--- src/rtl/musedash_pkg.sv ---
// rtl/musedash_pkg.sv - shared grade encodings and BCD score constants
package musedash_pkg;

    localparam int          BCD_W     = 4;
    localparam logic [15:0] SCORE_SAT = 16'h9999;

    typedef enum logic [1:0] {
        GRADE_MISS    = 2'd0,
        GRADE_GOOD    = 2'd1,
        GRADE_GREAT   = 2'd2,
        GRADE_PERFECT = 2'd3
    } grade_t;

    typedef enum logic {
        ST_IDLE = 1'b0,
        ST_ADD  = 1'b1
    } state_t;

endpackage

--- src/rtl/bcd_digit_add.sv ---
// rtl/bcd_digit_add.sv - single BCD digit adder with carry in/out
module bcd_digit_add
    import musedash_pkg::*;
(
    input  logic [BCD_W-1:0] digit,
    input  logic [BCD_W-1:0] addend,
    input  logic             cin,
    output logic [BCD_W-1:0] sum,
    output logic             cout
);

    logic [BCD_W:0] raw;

    always_comb begin
        raw  = {1'b0, digit} + {1'b0, addend} + {{BCD_W{1'b0}}, cin};
        sum  = raw[BCD_W-1:0];
        cout = 1'b0;
        if (raw > 5'd9) begin
            sum  = BCD_W'(raw - 5'd10);
            cout = 1'b1;
        end
    end

endmodule

--- src/rtl/score_bcd_accum.sv ---
// rtl/score_bcd_accum.sv - 4-digit BCD score accumulator and combo tracker
module score_bcd_accum
    import musedash_pkg::*;
#(
    parameter int unsigned PTS_GOOD       = 1,
    parameter int unsigned PTS_GREAT      = 3,
    parameter int unsigned PTS_PERFECT    = 5,
    parameter int unsigned COMBO_BONUS_TH = 10
) (
    input  logic        clk,
    input  logic        rst_n,
    input  logic        clear,
    input  logic        hit_valid,
    input  logic [1:0]  hit_grade,
    output logic        hit_ready,
    output logic [15:0] score_bcd,
    output logic [7:0]  combo,
    output logic        score_sat
);

    state_t      state;
    logic [1:0]  idx;
    logic [15:0] work;
    logic [3:0]  addend;
    logic        carry;

    logic [3:0]  base_pts;
    logic [3:0]  hit_addend;
    logic [3:0]  dig;
    logic [3:0]  dig_add;
    logic [3:0]  sum;
    logic        cout;

    assign hit_ready = (state == ST_IDLE);

    // Bonus is judged on the combo as it stood before this hit.
    always_comb begin
        base_pts = 4'd0;
        case (grade_t'(hit_grade))
            GRADE_GOOD:    base_pts = 4'(PTS_GOOD);
            GRADE_GREAT:   base_pts = 4'(PTS_GREAT);
            GRADE_PERFECT: base_pts = 4'(PTS_PERFECT);
            default:       base_pts = 4'd0;
        endcase
        hit_addend = base_pts + ((32'(combo) >= COMBO_BONUS_TH) ? 4'd1 : 4'd0);
    end

    assign dig     = work[{idx, 2'b00} +: 4];
    assign dig_add = (idx == 2'd0) ? addend : 4'd0;

    bcd_digit_add u_digit_add (
        .digit  (dig),
        .addend (dig_add),
        .cin    (carry),
        .sum    (sum),
        .cout   (cout)
    );

    always_ff @(posedge clk or negedge rst_n) begin
        if (!rst_n) begin
            state     <= ST_IDLE;
            idx       <= 2'd0;
            work      <= 16'h0000;
            addend    <= 4'd0;
            carry     <= 1'b0;
            score_bcd <= 16'h0000;
            combo     <= 8'd0;
            score_sat <= 1'b0;
        end else if (clear) begin
            state     <= ST_IDLE;
            idx       <= 2'd0;
            carry     <= 1'b0;
            score_bcd <= 16'h0000;
            combo     <= 8'd0;
            score_sat <= 1'b0;
        end else begin
            case (state)
                ST_IDLE: begin
                    if (hit_valid) begin
                        if (grade_t'(hit_grade) == GRADE_MISS) begin
                            combo <= 8'd0;
                        end else begin
                            combo  <= (combo == 8'hff) ? 8'hff : combo + 8'd1;
                            addend <= hit_addend;
                            work   <= score_bcd;
                            carry  <= 1'b0;
                            idx    <= 2'd0;
                            state  <= ST_ADD;
                        end
                    end
                end
                ST_ADD: begin
                    if (idx == 2'd3) begin
                        // Carry out of the top digit pins the score at 9999 for good.
                        if (cout) begin
                            score_bcd <= SCORE_SAT;
                            score_sat <= 1'b1;
                        end else begin
                            score_bcd <= {sum, work[11:0]};
                        end
                        state <= ST_IDLE;
                    end else begin
                        work[{idx, 2'b00} +: 4] <= sum;
                        carry <= cout;
                        idx   <= idx + 2'd1;
                    end
                end
                default: state <= ST_IDLE;
            endcase
        end
    end

endmodule

--- config.mk ---
export PLATFORM = sky130hd
export DESIGN_NAME = score_bcd_accum
export DESIGN_NICKNAME = d
export VERILOG_FILES = /design/src/rtl/musedash_pkg.sv /design/src/rtl/bcd_digit_add.sv /design/src/rtl/score_bcd_accum.sv
export SDC_FILE = /design/constraint.sdc
export NUM_CORES = 1
export LEC_CHECK = 0
export BUFFER_PORTS_ARGS = -buffer_cell sky130_fd_sc_hd__buf_4
export CAP_MARGIN = 20
export CORE_MARGIN = 5
export CORE_UTILIZATION = 40
export CTS_BUF_LIST = sky130_fd_sc_hd__clkbuf_16
export DETAILED_ROUTE_END_ITERATION = 10
export GPL_TIMING_DRIVEN = 0
export PLACE_DENSITY = 0.63
export SETUP_SLACK_MARGIN = 0.15
export SKIP_LAST_GASP = 1
export SYNTH_ARGS = -nofsm -noshare
export SYNTH_HDL_FRONTEND = slang
export SYNTH_HIERARCHICAL = 1
export SYNTH_SLANG_ARGS = --single-unit
--- constraint.sdc ---
create_clock -name clk -period 10.3 [get_ports clk]
set_input_delay 1.03 -clock clk [delete_from_list [all_inputs] [get_ports clk]]
set_output_delay 1.03 -clock clk [all_outputs]
set_load 0.02 [all_outputs]
# Yosys cells after proc, flatten, opt, wreduce, memory -nomap -nowiden
# Index checks and enable logic that the tools add are counted.
[word_totals] reg_bits=49 latchBits=0 ram_bits=0 mem_bits_ro=0 inputBits=6 out_inout_bits=26 elab_cells=85 n_memories=0
[op_classes] add_sub_neg=7 mul=0 div_mod_pow=0 order_cmp=2 eq_ne=12 shifts=3 n_mux=38 bitwise=3 n_reduce_logical=12
[ops] cell="$mux W16" n=7
[ops] cell="$mux W8" n=5
[ops] cell="$pmux W16 S2" n=1
[ops] cell="$bwmux W16" n=1
[ops] cell="$shift A4 B6 Y16 const A" n=1
[ops] cell="$shiftx A16 B5 Y4" n=1
[ops] cell="$shiftx A4 B6 Y16" n=1
[ops] cell="$mux W1" n=14
[ops] cell="$ne A3 B3 Y1 const B" n=3
[ops] cell="$pmux W3 S3" n=1
[ops] cell="$add A8 B1 Y8 const B" n=1
[ops] cell="$eq A8 B8 Y1 const B" n=1
[ops] cell="$ge A8 B4 Y1 const B" n=1
[ops] cell="$mux W2" n=4
[ops] cell="$mux W4" n=2
[ops] cell="$ne A2 B2 Y1 const B" n=4
[ops] cell="$reduce_and A4 Y1" n=2
[ops] cell="$reduce_bool A2 Y1" n=4
[ops] cell="$eq A2 B2 Y1 const B" n=3
[ops] cell="$neg A4 Y6" n=1
[ops] cell="$reduce_and A3 Y1" n=2
[ops] cell="$add A4 B4 Y5" n=1
[ops] cell="$add A5 B1 Y5" n=1
[ops] cell="$gt A5 B4 Y1 const B" n=1
[ops] cell="9 further kinds" n=14

# Depth between registers and ports, before layout
# Gate-level depths: netlist of the first run.
[logic_depth] depth_word=10 ltp_mapped=15 mapped_depth_nobuf=14

# Hierarchy
# The synthesis of the first run kept the hierarchy.
[by_module_without_submodules] mod="score_bcd_accum" n_inst=1 cells_per_inst=252 area_per_inst_um2=2618.8 seq_area_each_um2=1226.2
[by_module_without_submodules] mod="bcd_digit_add" n_inst=1 cells_per_inst=22 area_per_inst_um2=211.5 seq_area_each_um2=0.0

# Worst setup path after synthesis of the first run
# OpenSTA, ideal clock, no wires.
[synth_timing] kind="register -> register" from="register idx[0]" to="register score_bcd[14]" arrival_time_ps=3671 slack_ps=6498 path_stages_with_launch=14 n_path_buf=3 path_cell_list="dfrtp_1 > buf_2 > mux4_2 > fa_1 > fa_1 > xnor2_1 > ha_1 > a31o_1 > o31ai_4 > clkbuf_1 > clkbuf_1 > nor3_1 > a21oi_1 > nor2_1"
[synth_via] elab_cells_between_ends=16 cone_classes="3 x add/sub; 1 x order compare; 1 x eq/ne; 1 x shift; 7 x mux; 3 x reduce/logical"
[synth_lines] element="start, declared" line_no="score_bcd_accum.sv:22" source="logic [1:0] idx;"
[synth_lines] element="start signal, assigned" line_no="score_bcd_accum.sv:105" source="idx <= idx + 2'd1;"
[synth_lines] element="$shiftx A16 B5 Y4" line_no="score_bcd_accum.sv:48" source="assign dig = work[{idx, 2'b00} +: 4];"
[synth_lines] element="via dig[0]" line_no="score_bcd_accum.sv:29" source="logic [3:0] dig;"
[synth_lines] element="$add A4 B4 Y5" line_no="bcd_digit_add.sv:15" source="raw = {1'b0, digit} + {1'b0, addend} + {{BCD_W{1'b0}}, cin};"
[synth_lines] element="$add A5 B1 Y5" line_no="bcd_digit_add.sv:15"
[synth_lines] element="$gt A5 B4 Y1" line_no="bcd_digit_add.sv:18" source="if (raw > 5'd9) begin"
[synth_lines] element="$mux W1" line_no="bcd_digit_add.sv:18"
[synth_lines] element="via cout" line_no="score_bcd_accum.sv:32" source="logic cout;"
[synth_lines] element="$mux W16" line_no="score_bcd_accum.sv:95" source="if (cout) begin"
[synth_lines] element="$mux W16" line_no="score_bcd_accum.sv:93" source="if (idx == 2'd3) begin"
[synth_lines] element="$mux W16" line_no="score_bcd_accum.sv:77" source="case (state)"
[synth_lines] element="$mux W16" line_no="score_bcd_accum.sv:69" source="end else if (clear) begin"
[synth_lines] element="end signal, assigned" line_no="score_bcd_accum.sv:99" source="score_bcd <= {sum, work[11:0]};"
[synth_lines] element="end, declared" line_no="score_bcd_accum.sv:16" source="output logic [15:0] score_bcd,"
# The timed path passes the listed nets, and every way through them passes these cells. The select of a mux whose other input is x is not followed.
# A chain may end at the register's enable or synchronous reset.

# Worst setup path in the final report of the first run
[layout_timing] from="register idx[0]" to="register score_bcd[14]"
[layout_via] elab_chain_cells=10 elab_cells_between_ends=16 cone_classes="3 x add/sub; 1 x order compare; 1 x eq/ne; 1 x shift; 7 x mux; 3 x reduce/logical"
[layout_lines] element="$logic_not A2 Y1" line_no="score_bcd_accum.sv:49" source="assign dig_add = (idx == 2'd0) ? addend : 4'd0;"
[layout_lines] element="$mux W4" line_no="score_bcd_accum.sv:49"
[layout_lines] element="via dig_add[0]" line_no="score_bcd_accum.sv:30" source="logic [3:0] dig_add;"
[layout_lines] element="$add A4 B4 Y5" line_no="bcd_digit_add.sv:15"
[layout_lines] element="$add A5 B1 Y5" line_no="bcd_digit_add.sv:15"
[layout_lines] element="$gt A5 B4 Y1" line_no="bcd_digit_add.sv:18"
[layout_lines] element="$mux W1" line_no="bcd_digit_add.sv:18"
[layout_lines] element="via cout" line_no="score_bcd_accum.sv:32"
[layout_lines] element="$mux W16" line_no="score_bcd_accum.sv:95"
[layout_lines] element="$mux W16" line_no="score_bcd_accum.sv:93"
[layout_lines] element="$mux W16" line_no="score_bcd_accum.sv:77"
[layout_lines] element="$mux W16" line_no="score_bcd_accum.sv:69"
# The timed path passes the listed nets, and every way through them passes these cells. The select of a mux whose other input is x is not followed.

==> summary.md, run 1 <==
| Metric | Value |
|---|---|
| Core region area | `0.00683 mm²` |
| # Post-CTS Setup Buffers | `0` |
| Number of gates resized after cts | `0` |
| Vias in the first global route | `2284` |
| Synth warn | `6` |
| Worst-path maximum fanout | `10` |
| Wire per inst | `17.1 µm` |
| Internal power | `0.368 mW` |
| Buffers added on ports | `30` |
| Worst Hold End | `addend[3]$_DFFE_PN0P_` |
| Period utilization | `43.6%` |
| Synth area leaders | `dfrtp_1 (43%), mux2_2 (6.4%), ha_1 (5.7%)` |
| Multi-input logic area | `0.00149 mm²` |
| Slew Limit Fails | `0` |
| Antenna violations before repair | `0` |
| Grt ovf | `0` |
| Antenna Nets Post-Route | `0` |
| Num ports | `32` |
| CP Capture Type | `register` |
| Overall Power | `0.545 mW` |
| Synth cell count leaders | `dfrtp_1 (49), a21oi_1 (21), mux2_2 (16), nor2_1 (16), inv_1 (15)` |
| First-pass GRT wire length | `11700 µm` |
| Die width | `94.1 µm` |
| Cell taking the most area after synthesis | `dfrtp_1` |
| Placement Rows | `30` |
| GPL Wtd Cong | `0.890` |
| Top-count cell post-synth | `dfrtp_1` |
| Slew @ Worst Pin | `0.647 ns` |
| Seq. cell area | `0.00123 mm²` |
| Clk Latency, worst-skew pair | `0.29 ns` |
| Nets@finish | `332` |
| # fillers | `666` |
| Post-DP HPWL | `5000 µm` |
| Leak Pwr | `1.54 nW` |
| MaxCap Viol Count | `0` |
| Die area | `0.00886 mm²` |
| Clock power share | `34.0%` |
| Yosys top cell area share | `43.3%` |
| Crit path required time | `10.45 ns` |
| Maximum VDD drop | `0.106 mV` |
| CTS tree | `done` |
| PD cells | `163 mW/mm²` |
| Share of total power in sequential cells | `38.0%` |
| Placed cells | `400` |
| # DRC | `0` |
| Syn Nets | `295` |
| DRT iter0 DRCs | `118` |
| Post-synth cell types | `53` |
| Outcome | `finished clean` |
| Critical path, cell by cell | `buf_2 > inv_1 > ha_1 > and2_1 > fa_1 > fa_1 > xnor2_1 > ha_1 > a31o_1 > o31ai_4 > clkbuf_1 > clkbuf_1 > nor3_1 > a21oi_1 > nor2_1` |
| Final Skew | `0.00784 ns` |
| Hold slack final | `0.501 ns` |
| Flops & latches, synth | `49` |
| Worst reg-to-reg setup slack | `5.81 ns` |
| Slowest cell on crit path | `fa_1` |
| # clock sinks | `49` |
| Final wirelength | `6960 µm` |
| H-tree levels | `2` |
| Startpoint types | `register` |
| Hold path startpoint | `addend[3]$_DFFE_PN0P_` |
| Slew margin rel. | `56.9%` |
| R2r worst-path depth | `15` |
| Mapped Cells | `274` |
| Root Buffer | `clkbuf_16` |
| Ys flop type | `dfrtp_1` |
| Area growth syn-to-layout | `18.1%` |
| Post-synthesis sequential area ratio | `43.3%` |
| Netlist area before placement | `0.00283 mm²` |
| Largest net degree at the start of global routing | `50` |
| # hold bufs at CTS | `0` |
| Router iterations before antenna repair | `4` |
| Hold Vio Cnt, Final | `0` |
| NetSw | `0.177 mW` |
| Worst R2R End | `score_bcd[14]$_DFFE_PN0P_` |
| Fmax | `0.223 GHz` |
| Logic pwr share | `28.0%` |
| Post-layout minimum cycle time | `4.49 ns` |
| Die height | `94.1 µm` |
| Layout cells sized above 1 | `23.4%` |
| CTS Buffer Depth | `2` |
| Total CTS buffers | `5` |
| Buf/Inv on CP | `4` |
| Max stage delay on crit path | `0.49 ns` |
| Mean Syn Cell Area | `10.3 µm²` |
| Hold WC Path Type | `register to register` |
| Clock transition at path regs | `0.07 ns` |
| Vias | `2298` |
| Switch share | `32.5%` |
| Starting Density | `41.4%` |
| Min-Delay Path Depth | `1` |
| Number of synthesized flops with an enable pin | `0` |
| Fraction of registers with async set or reset after synthesis | `100%` |
| Final setup violation count | `0` |
| Worst Setup Path Type | `register to register` |
| Post-DR vias/cell | `5.63` |
| Tot GR Track Use | `16.6%` |
| Crit path DAT | `4.65 ns` |
| Setup TNS | `0 ns` |
| Finished Layout Cells | `408` |
| Delay-heaviest family, CP | `adder cells` |
| Unrepaired setup endpoints after global routing | `false` |
| Reg2reg start | `idx[0]$_DFFE_PN0P_` |
| ANT cells | `0` |
[stage by stage]
step / instance area, µm² / util (%) / setup slack (ns)
global route: 3340 / 48.9 / 5.49
floorplan: 2830 / - / 6.50
detailed placement: 3180 / 46.5 / 5.83
CTS: 3340 / 48.9 / 5.80
finish: 3340 / 48.9 / 5.81
global placement: 3180 / 46.5 / 5.90
[layout make-up]
class | count | share of cell area [%]
inverter | 16 | 1.80
buffer | 14 | 1.76
clock inverter | 3 | 1.27
multi-input combinational | 195 | 44.4
timing repair buffer | 30 | 6.74
clock buffer | 5 | 3.74
sequential | 49 | 36.7
tap | 96 | 3.59
[worst max-delay path by stage]
stage / endpoint / slack, ns / start / depth (start not counted)
after floorplan: score_bcd[14]$_DFFE_PN0P_ / 6.50 / idx[0]$_DFFE_PN0P_ / 13
after global placement: score_bcd[14]$_DFFE_PN0P_ / 5.90 / idx[0]$_DFFE_PN0P_ / 15
after detailed placement: score_bcd[14]$_DFFE_PN0P_ / 5.83 / idx[0]$_DFFE_PN0P_ / 15
after CTS: score_bcd[14]$_DFFE_PN0P_ / 5.80 / idx[0]$_DFFE_PN0P_ / 15
after global routing: score_bcd[11]$_DFFE_PN0P_ / 5.49 / idx[0]$_DFFE_PN0P_ / 14
final: score_bcd[14]$_DFFE_PN0P_ / 5.81 / idx[0]$_DFFE_PN0P_ / 15
[cell families after synthesis]
kind of cell / synth area share (%)
flip-flops: 43.3
adder cells (fa/ha/maj): 7.16
multiplexers: 10.3
buffers and inverters: 4.20
XOR/XNOR: 0.929
AO/OA/AOI/OAI: 18.6
AND/OR/NAND/NOR: 15.5
[sequential cells by signal, indices dropped and copies added (netlist names)]
register / cells
score_sat: 1
addend: 4
combo: 8
work: 16
carry: 1
idx: 2
state: 1
score_bcd: 16
[cell usage in the layout (no fill, tap or decap), types with 3 or more instances in the layout]
cell	n
dfrtp_1	49
buf_4	30
a21oi_1	21
inv_1	16
nor2_1	16
mux2_2	16
nand2_1	14
ha_1	13
nor3_1	12
nand3_1	10
clkbuf_1	8
a22o_1	8
o21ai_0	7
nor3b_1	6
buf_2	5
nor2b_1	5
and2_1	5
a211oi_1	5
clkbuf_16	5
mux4_2	4
o2bb2ai_1	4
a21o_1	4
o211ai_1	3
o22ai_1	3
[metal layers]
| layer | global-route usage [%] | up-vias | share of wire [%] |
|---|---|---|---|
| met3 | 2.96 | 2 | 5.6 |
| met2 | 27.8 | 71 | 48 |
| met5 | 0 | - | 0 |
| met1 | 22.7 | 1144 | 46 |
| li1 | - | 1081 | - |
| met4 | 2.53 | 0 | 0.27 |
[power groups by stage]
stage | clock network [mW] | logic, mW | registers, mW
after detailed placement | 0 | 0.150 | 0.211
after CTS | 0.190 | 0.152 | 0.207
final | 0.186 | 0.153 | 0.207
after floorplan | 0 | 0.110 | 0.209
after global placement | 0 | 0.148 | 0.211
after global routing | 0.198 | 0.169 | 0.208
Note: power is estimated with default switching activity, not from simulation.
==> run 2, diff against run 1 <==
clock period = 4.21 ns   (was 10.3 ns; I/O delays follow)
==> run 2 against run 1 <==
Net effect:
- power rose to 2.6 times the previous value
- critical path depth is 2 lower
- clock skew hardly changed
- highest routed layer unchanged
==> summary.md, run 2 (synthesis results as in run 1) <==
| Metric | Value |
|---|---|
| Outcome | `finished clean` |
| Post-DP HPWL | `5000 µm (unchanged)` |
| H-tree levels | `2 (unchanged)` |
| Die height | `94.1 µm (unchanged)` |
| Starting Density | `41.4% (unchanged)` |
| MaxCap Viol Count | `0 (unchanged)` |
| # Post-CTS Setup Buffers | `0 (unchanged)` |
| ANT cells | `0 (unchanged)` |
| Area growth syn-to-layout | `20.1%` |
| Hold Vio Cnt, Final | `0 (unchanged)` |
| Router iterations before antenna repair | `4 (unchanged)` |
| PD cells | `414 mW/mm² (+150%)` |
| Antenna violations before repair | `0 (unchanged)` |
| GPL Wtd Cong | `0.890 (unchanged)` |
| Worst-path maximum fanout | `10 (unchanged)` |
| DRT iter0 DRCs | `123 (+4.2%)` |
| Slew @ Worst Pin | `0.648 ns (+0.00154 ns)` |
| Tot GR Track Use | `16.6% (unchanged)` |
| Top flop regs | `score_bcd x16, work x16, combo x8` |
| Max stage delay on crit path | `0.55 ns (+0.06 ns)` |
| Post-DR vias/cell | `5.59 (-0.70%)` |
| Nets@finish | `332 (unchanged)` |
| First-pass GRT wire length | `11700 µm (unchanged)` |
| Num ports | `32 (unchanged)` |
| Maximum VDD drop | `0.259 mV (+150%)` |
| Slew Limit Fails | `0 (unchanged)` |
| Period utilization | `91.7% (+48 points)` |
| Switch share | `32.6% (+0.059 points)` |
| CTS tree | `done` |
| Crit path required time | `4.43 ns (-6.02 ns)` |
| # hold bufs at CTS | `0 (unchanged)` |
| Clock power share | `32.3% (-1.7 points)` |
| Most frequent cells in the layout | `dfrtp_1 (47), buf_4 (30), a21oi_1 (21)` |
| Leak Pwr | `1.55 nW (+0.65%)` |
| Fmax | `0.259 GHz (+16%)` |
| Core region area | `0.00683 mm² (unchanged)` |
| CTS Buffer Depth | `2 (unchanged)` |
| Vias | `2282 (-0.70%)` |
| Unrepaired setup endpoints after global routing | `false` |
| Slew margin rel. | `56.8% (-0.10 points)` |
| Clock transition at path regs | `0.07 ns (about the same)` |
| Clk Latency, worst-skew pair | `0.29 ns (about the same)` |
| Antenna Nets Post-Route | `0 (unchanged)` |
| Post-DP Area | `0.00318 mm² (unchanged)` |
| Hold WC Path Type | `input port to async pin` |
| Logic pwr share | `31.7% (+3.7 points)` |
| Die width | `94.1 µm (unchanged)` |
| Wire per inst | `17.0 µm (-0.45%)` |
| Final wirelength | `6930 µm (-0.45%)` |
| Layout cells sized above 1 | `26.9% (+3.5 points)` |
| # DRC | `0 (unchanged)` |
| Post-route cell area | `0.00340 mm² (+1.7%)` |
| Vias in the first global route | `2284 (unchanged)` |
| Commonest non-fill, non-tap cell in the layout | `dfrtp_1` |
| Final Skew | `0.00828 ns (+0.000436 ns)` |
| Dpl ws | `-0.262 ns (-6.09 ns)` |
| Placement Rows | `30 (unchanged)` |
| Slowest cell on crit path | `mux4_2` |
| NetSw | `0.458 mW (+160%)` |
| Crit path DAT | `4.08 ns (-0.57 ns)` |
| Critical path, cell by cell | `buf_6 > mux4_2 > fa_2 > fa_1 > xnor2_1 > ha_2 > a31o_1 > o31ai_4 > mux2i_4 > inv_1 > nor3_1 > a21oi_1 > nor2_1` |
| Worst Setup Path Type | `register to register` |
| Buffers added on ports | `30 (unchanged)` |
| Internal power | `0.948 mW (+160%)` |
| Startpoint types | `register` |
| Post-layout worst setup margin | `0.349 ns (-5.46 ns)` |
| CP Capture Type | `register` |
| # clock sinks | `49 (unchanged)` |
| Die area | `0.00886 mm² (unchanged)` |
| Grt ovf | `0 (unchanged)` |
| Root Buffer | `clkbuf_16` |
| Share of total power in sequential cells | `36.1% (-1.9 points)` |
| Post-layout minimum cycle time | `3.86 ns (-0.633 ns)` |
| Final setup violation count | `0 (unchanged)` |
| Largest net degree at the start of global routing | `50 (unchanged)` |
| Total CTS buffers | `5 (unchanged)` |
## run 2: final timing paths
kind / from / end / slack (ns) / cells past startpoint
max in group asynchronous: rst_n / idx[0]$_DFFE_PN0P_ / 3.58 / 1
hold / removal: rst_n / combo[1]$_DFFE_PN0P_ / 0.16 / 1
setup reg to reg: idx[0]$_DFFE_PN0P_ / score_bcd[14]$_DFFE_PN0P_ / 0.35 / 13
setup / recovery: idx[0]$_DFFE_PN0P_ / score_bcd[14]$_DFFE_PN0P_ / 0.35 / 13
min in group clk: addend[3]$_DFFE_PN0P_ / addend[3]$_DFFE_PN0P_ / 0.50 / 1
hold reg to reg: addend[3]$_DFFE_PN0P_ / addend[3]$_DFFE_PN0P_ / 0.50 / 1
## run 2: power groups by stage
| stage | registers, mW | clock network [mW] | logic (mW) |
|---|---|---|---|
| 6_report | 0.507 | 0.454 | 0.445 |
| 5_1_grt | 0.509 | 0.485 | 0.488 |
| 4_1_cts | 0.507 | 0.466 | 0.377 |
| 3_5_place_dp | 0.515 | 0 | 0.367 |
| 3_3_place_gp | 0.515 | 0 | 0.362 |
| 2_1_floorplan | 0.511 | 0 | 0.268 |
## run 2: metal layers
metal	wire [µm]	GRT usage [%]	part of all wire [%]	vias to the layer above
met2	3340	27.8	48	56
met4	21	2.53	0.30	0
li1	-	-	-	1081
met5	0	0	0	-
met1	3250	22.7	47	1143
met3	308	2.96	4.4	2
## run 2: layout make-up
class                      instances  area, µm²
tap                               96        120
timing repair buffer              30        225
clock inverter                     3       42.5
buffer                            14       76.3
multi-input combinational        195       1520
clock buffer                       5        125
fill                             654       3430
inverter                          16       60.1
sequential                        49       1230
## run 2: through the flow
step	hold slack [ns]	utilization (%)	power, mW	TNS (ns)	cells
floorplan	0.125	-	0.779	0	274
global placement	0.479	46.5	0.877	-1.29	400
detailed placement	0.489	46.5	0.883	-2.04	400
CTS	0.184	49.0	1.35	0	408
global route	0.209	49.8	1.48	0	408
finish	0.160	49.8	1.41	0	408
## run 2: critical path, delay by kind of cell, from the launching register on
family	cells	cell delay [ns]
fa+ha+maj	3	1.06
flops	1	0.41
mux	2	0.90
compound gates	3	0.63
xor+xnor	1	0.23
buf+inv	2	0.26
simple gates	2	0.28
## run 2: repair_timing
| action | in CTS | in global routing |
|---|---|---|
| gates resized for setup | 4 | 16 |
| hold endpoints to repair | 0 | 0 |
| endpoints found under the setup margin | 21 | 22 |
| pin swaps | 0 | 1 |
==> run 3, diff against run 2 <==
clock period = 3.9 ns   (was 4.21 ns; I/O delays follow)
==> run 3 against run 2 <==
Net effect:
- clock power is 7.3% lower
- highest routed layer unchanged
- critical path depth shrank 1
- sequential power up 7.7%
==> summary.md, run 3 (synthesis results as in run 1) <==
| Metric | Value |
|---|---|
| Worst Setup Path Type | `register to register` |
| Crit path DAT | `3.84 ns (-0.24 ns)` |
| DRT iter0 DRCs | `111 (-9.8%)` |
| CTS Buffer Depth | `2 (unchanged)` |
| Total CTS buffers | `5 (unchanged)` |
| CP Capture Type | `register` |
| Delay-heaviest family, CP | `adder cells` |
| Post-route cell area | `0.00350 mm² (+2.9%)` |
| Router iterations before antenna repair | `4 (unchanged)` |
| Wire per inst | `17.1 µm (+0.81%)` |
| CTS tree | `done` |
| Layout cells sized above 1 | `30.8% (+3.9 points)` |
| Top flop regs | `score_bcd x16, work x16, combo x8` |
| Finished Layout Cells | `417 (+2.2%)` |
| Area growth syn-to-layout | `23.6%` |
| Slew @ Worst Pin | `0.642 ns (-0.00626 ns)` |
| Final wirelength | `7140 µm (+3.0%)` |
| Commonest non-fill, non-tap cell in the layout | `dfrtp_1` |
| Wl on met1 | `3340 µm (+2.5%)` |
| Slew margin rel. | `57.2% (+0.42 points)` |
| MaxCap Viol Count | `0 (unchanged)` |
| Slew Limit Fails | `0 (unchanged)` |
| # clock sinks | `49 (unchanged)` |
| Post-layout worst setup margin | `0.233 ns (-0.116 ns)` |
| Dpl ws | `-0.401 ns (-0.139 ns)` |
| # fillers | `612 (-6.4%)` |
| Placed cells | `400 (unchanged)` |
| Buf/Inv on CP | `3 (+1)` |
| Placement Rows | `30 (unchanged)` |
| Final setup violation count | `0 (unchanged)` |
| Max stage delay on crit path | `0.56 ns (about the same)` |
| Outcome | `finished clean` |
| # DRC | `0 (unchanged)` |
| Nets@finish | `342 (+3.0%)` |
| Root Buffer | `clkbuf_16` |
| Num ports | `32 (unchanged)` |
| ANT cells | `0 (unchanged)` |
| Critical path, cell by cell | `buf_6 > mux4_2 > fa_2 > fa_2 > inv_4 > ha_4 > a31o_4 > o31ai_4 > buf_4 > xnor2_2 > a22o_1 > mux2_2` |
| Core region area | `0.00683 mm² (unchanged)` |
| GPL Wtd Cong | `0.882 (-0.92%)` |
| DR WL met2 | `3360 µm (+0.60%)` |
| Die height | `94.1 µm (unchanged)` |
| Most frequent cells in the layout | `dfrtp_1 (48), buf_4 (40), a21oi_1 (21)` |
| Worst-path maximum fanout | `6 (-4)` |
| Vias | `2325 (+1.9%)` |
| Crit path required time | `4.08 ns (-0.35 ns)` |
| Final Skew | `0.00458 ns (-0.00370 ns)` |
| H-tree levels | `2 (unchanged)` |
| Multi-input logic area | `0.00157 mm² (+3.3%)` |
| Crit path top cell by count | `fa_2` |
| Met3 WL post-DR | `304 µm (-1.3%)` |
| Fmax | `0.273 GHz (+5.3%)` |
| Slowest cell on crit path | `fa_2` |
| Tot GR Track Use | `16.7% (+0.13 points)` |
| Startpoint types | `register` |
| Period utilization | `94.0% (+2.3 points)` |
| Top Metal Used | `met4` |
| Die width | `94.1 µm (unchanged)` |
| Die area | `0.00886 mm² (unchanged)` |
| Post-DR vias/cell | `5.58 (-0.31%)` |
| Starting Density | `41.4% (unchanged)` |
| Hold WC Path Type | `input port to async pin` |
| Post-layout minimum cycle time | `3.67 ns (-0.194 ns)` |
| Leak Pwr | `1.60 nW (+2.9%)` |
| Vias in the first global route | `2347 (+2.8%)` |
| Maximum VDD drop | `0.187 mV (-28%)` |
| Antenna Nets Post-Route | `0 (unchanged)` |
| Clock transition at path regs | `0.06 ns (about the same)` |
| Setup TNS | `0 ns (unchanged)` |
| First-pass GRT wire length | `11700 µm (about the same)` |
| Post-DP HPWL | `4960 µm (-0.86%)` |
| Largest net degree at the start of global routing | `50 (unchanged)` |
| PD cells | `453 mW/mm² (+9.6%)` |
| Hold Vio Cnt, Final | `0 (unchanged)` |
| Clk Latency, worst-skew pair | `0.29 ns (about the same)` |
| Buffers added on ports | `30 (unchanged)` |
| Antenna violations before repair | `0 (unchanged)` |
| Post-DP Area | `0.00318 mm² (about the same)` |
| Grt ovf | `0 (unchanged)` |
| Unrepaired setup endpoints after global routing | `false` |
| Seq. cell area | `0.00123 mm² (-0.10%)` |
## run 3: timing repair
| action | CTS | global route |
|---|---|---|
| setup buffers | 2 | 8 |
| pin swaps | 1 | 3 |
| hold buffers | 0 | 0 |
| setup endpoints to repair | 30 | 23 |
| resized for setup | 13 | 15 |
## run 3: routing by layer
metal / vias up / track usage, %
li1: 1102 / -
met1: 1148 / 22.7
met2: 62 / 27.0
met3: 13 / 3.21
met4: 0 / 4.57
met5: - / 0
## run 3: final cells by class
class / count / area share [%]
Tap cell: 96 / 3.43
Multi-Input combinational cell: 195 / 44.9
Inverter: 16 / 1.79
Sequential cell: 49 / 35.1
Clock buffer: 5 / 3.58
Buffer: 14 / 2.29
Clock inverter: 2 / 0.322
Timing Repair Buffer: 40 / 8.58
## run 3: stage by stage
stage | utilization [%] | total power [mW] | hold WS [ns]
after floorplan | - | 0.842 | 0.0944
after global placement | 46.5 | 0.947 | 0.462
after detailed placement | 46.5 | 0.953 | 0.460
after CTS | 49.3 | 1.43 | 0.152
after global routing | 51.2 | 1.67 | 0.188
final | 51.2 | 1.59 | 0.124
## run 3: final timing paths
check                                 startpoint                    end  slack (ns)  cells past startpoint
setup / recovery              idx[0]$_DFFE_PN0P_   work[13]$_DFFE_PN0P_        0.23                     12
hold / removal                             rst_n   combo[0]$_DFFE_PN0P_        0.12                      1
setup reg to reg              idx[0]$_DFFE_PN0P_   work[13]$_DFFE_PN0P_        0.23                     12
hold reg to reg            addend[3]$_DFFE_PN0P_  addend[3]$_DFFE_PN0P_        0.50                      1
max in group asynchronous                  rst_n     idx[1]$_DFFE_PN0P_        3.33                      1
min in group clk                    hit_grade[1]  addend[2]$_DFFE_PN0P_        0.48                      4
## run 3: power by group
| group | switching, mW | internal (mW) | total [mW] | leakage [nW] |
|---|---|---|---|---|
| Sequential | 0.0174 | 0.529 | 0.546 | 0.669 |
| Clock | 0.189 | 0.232 | 0.421 | 0.0633 |
| Combinational | 0.341 | 0.278 | 0.619 | 0.865 |
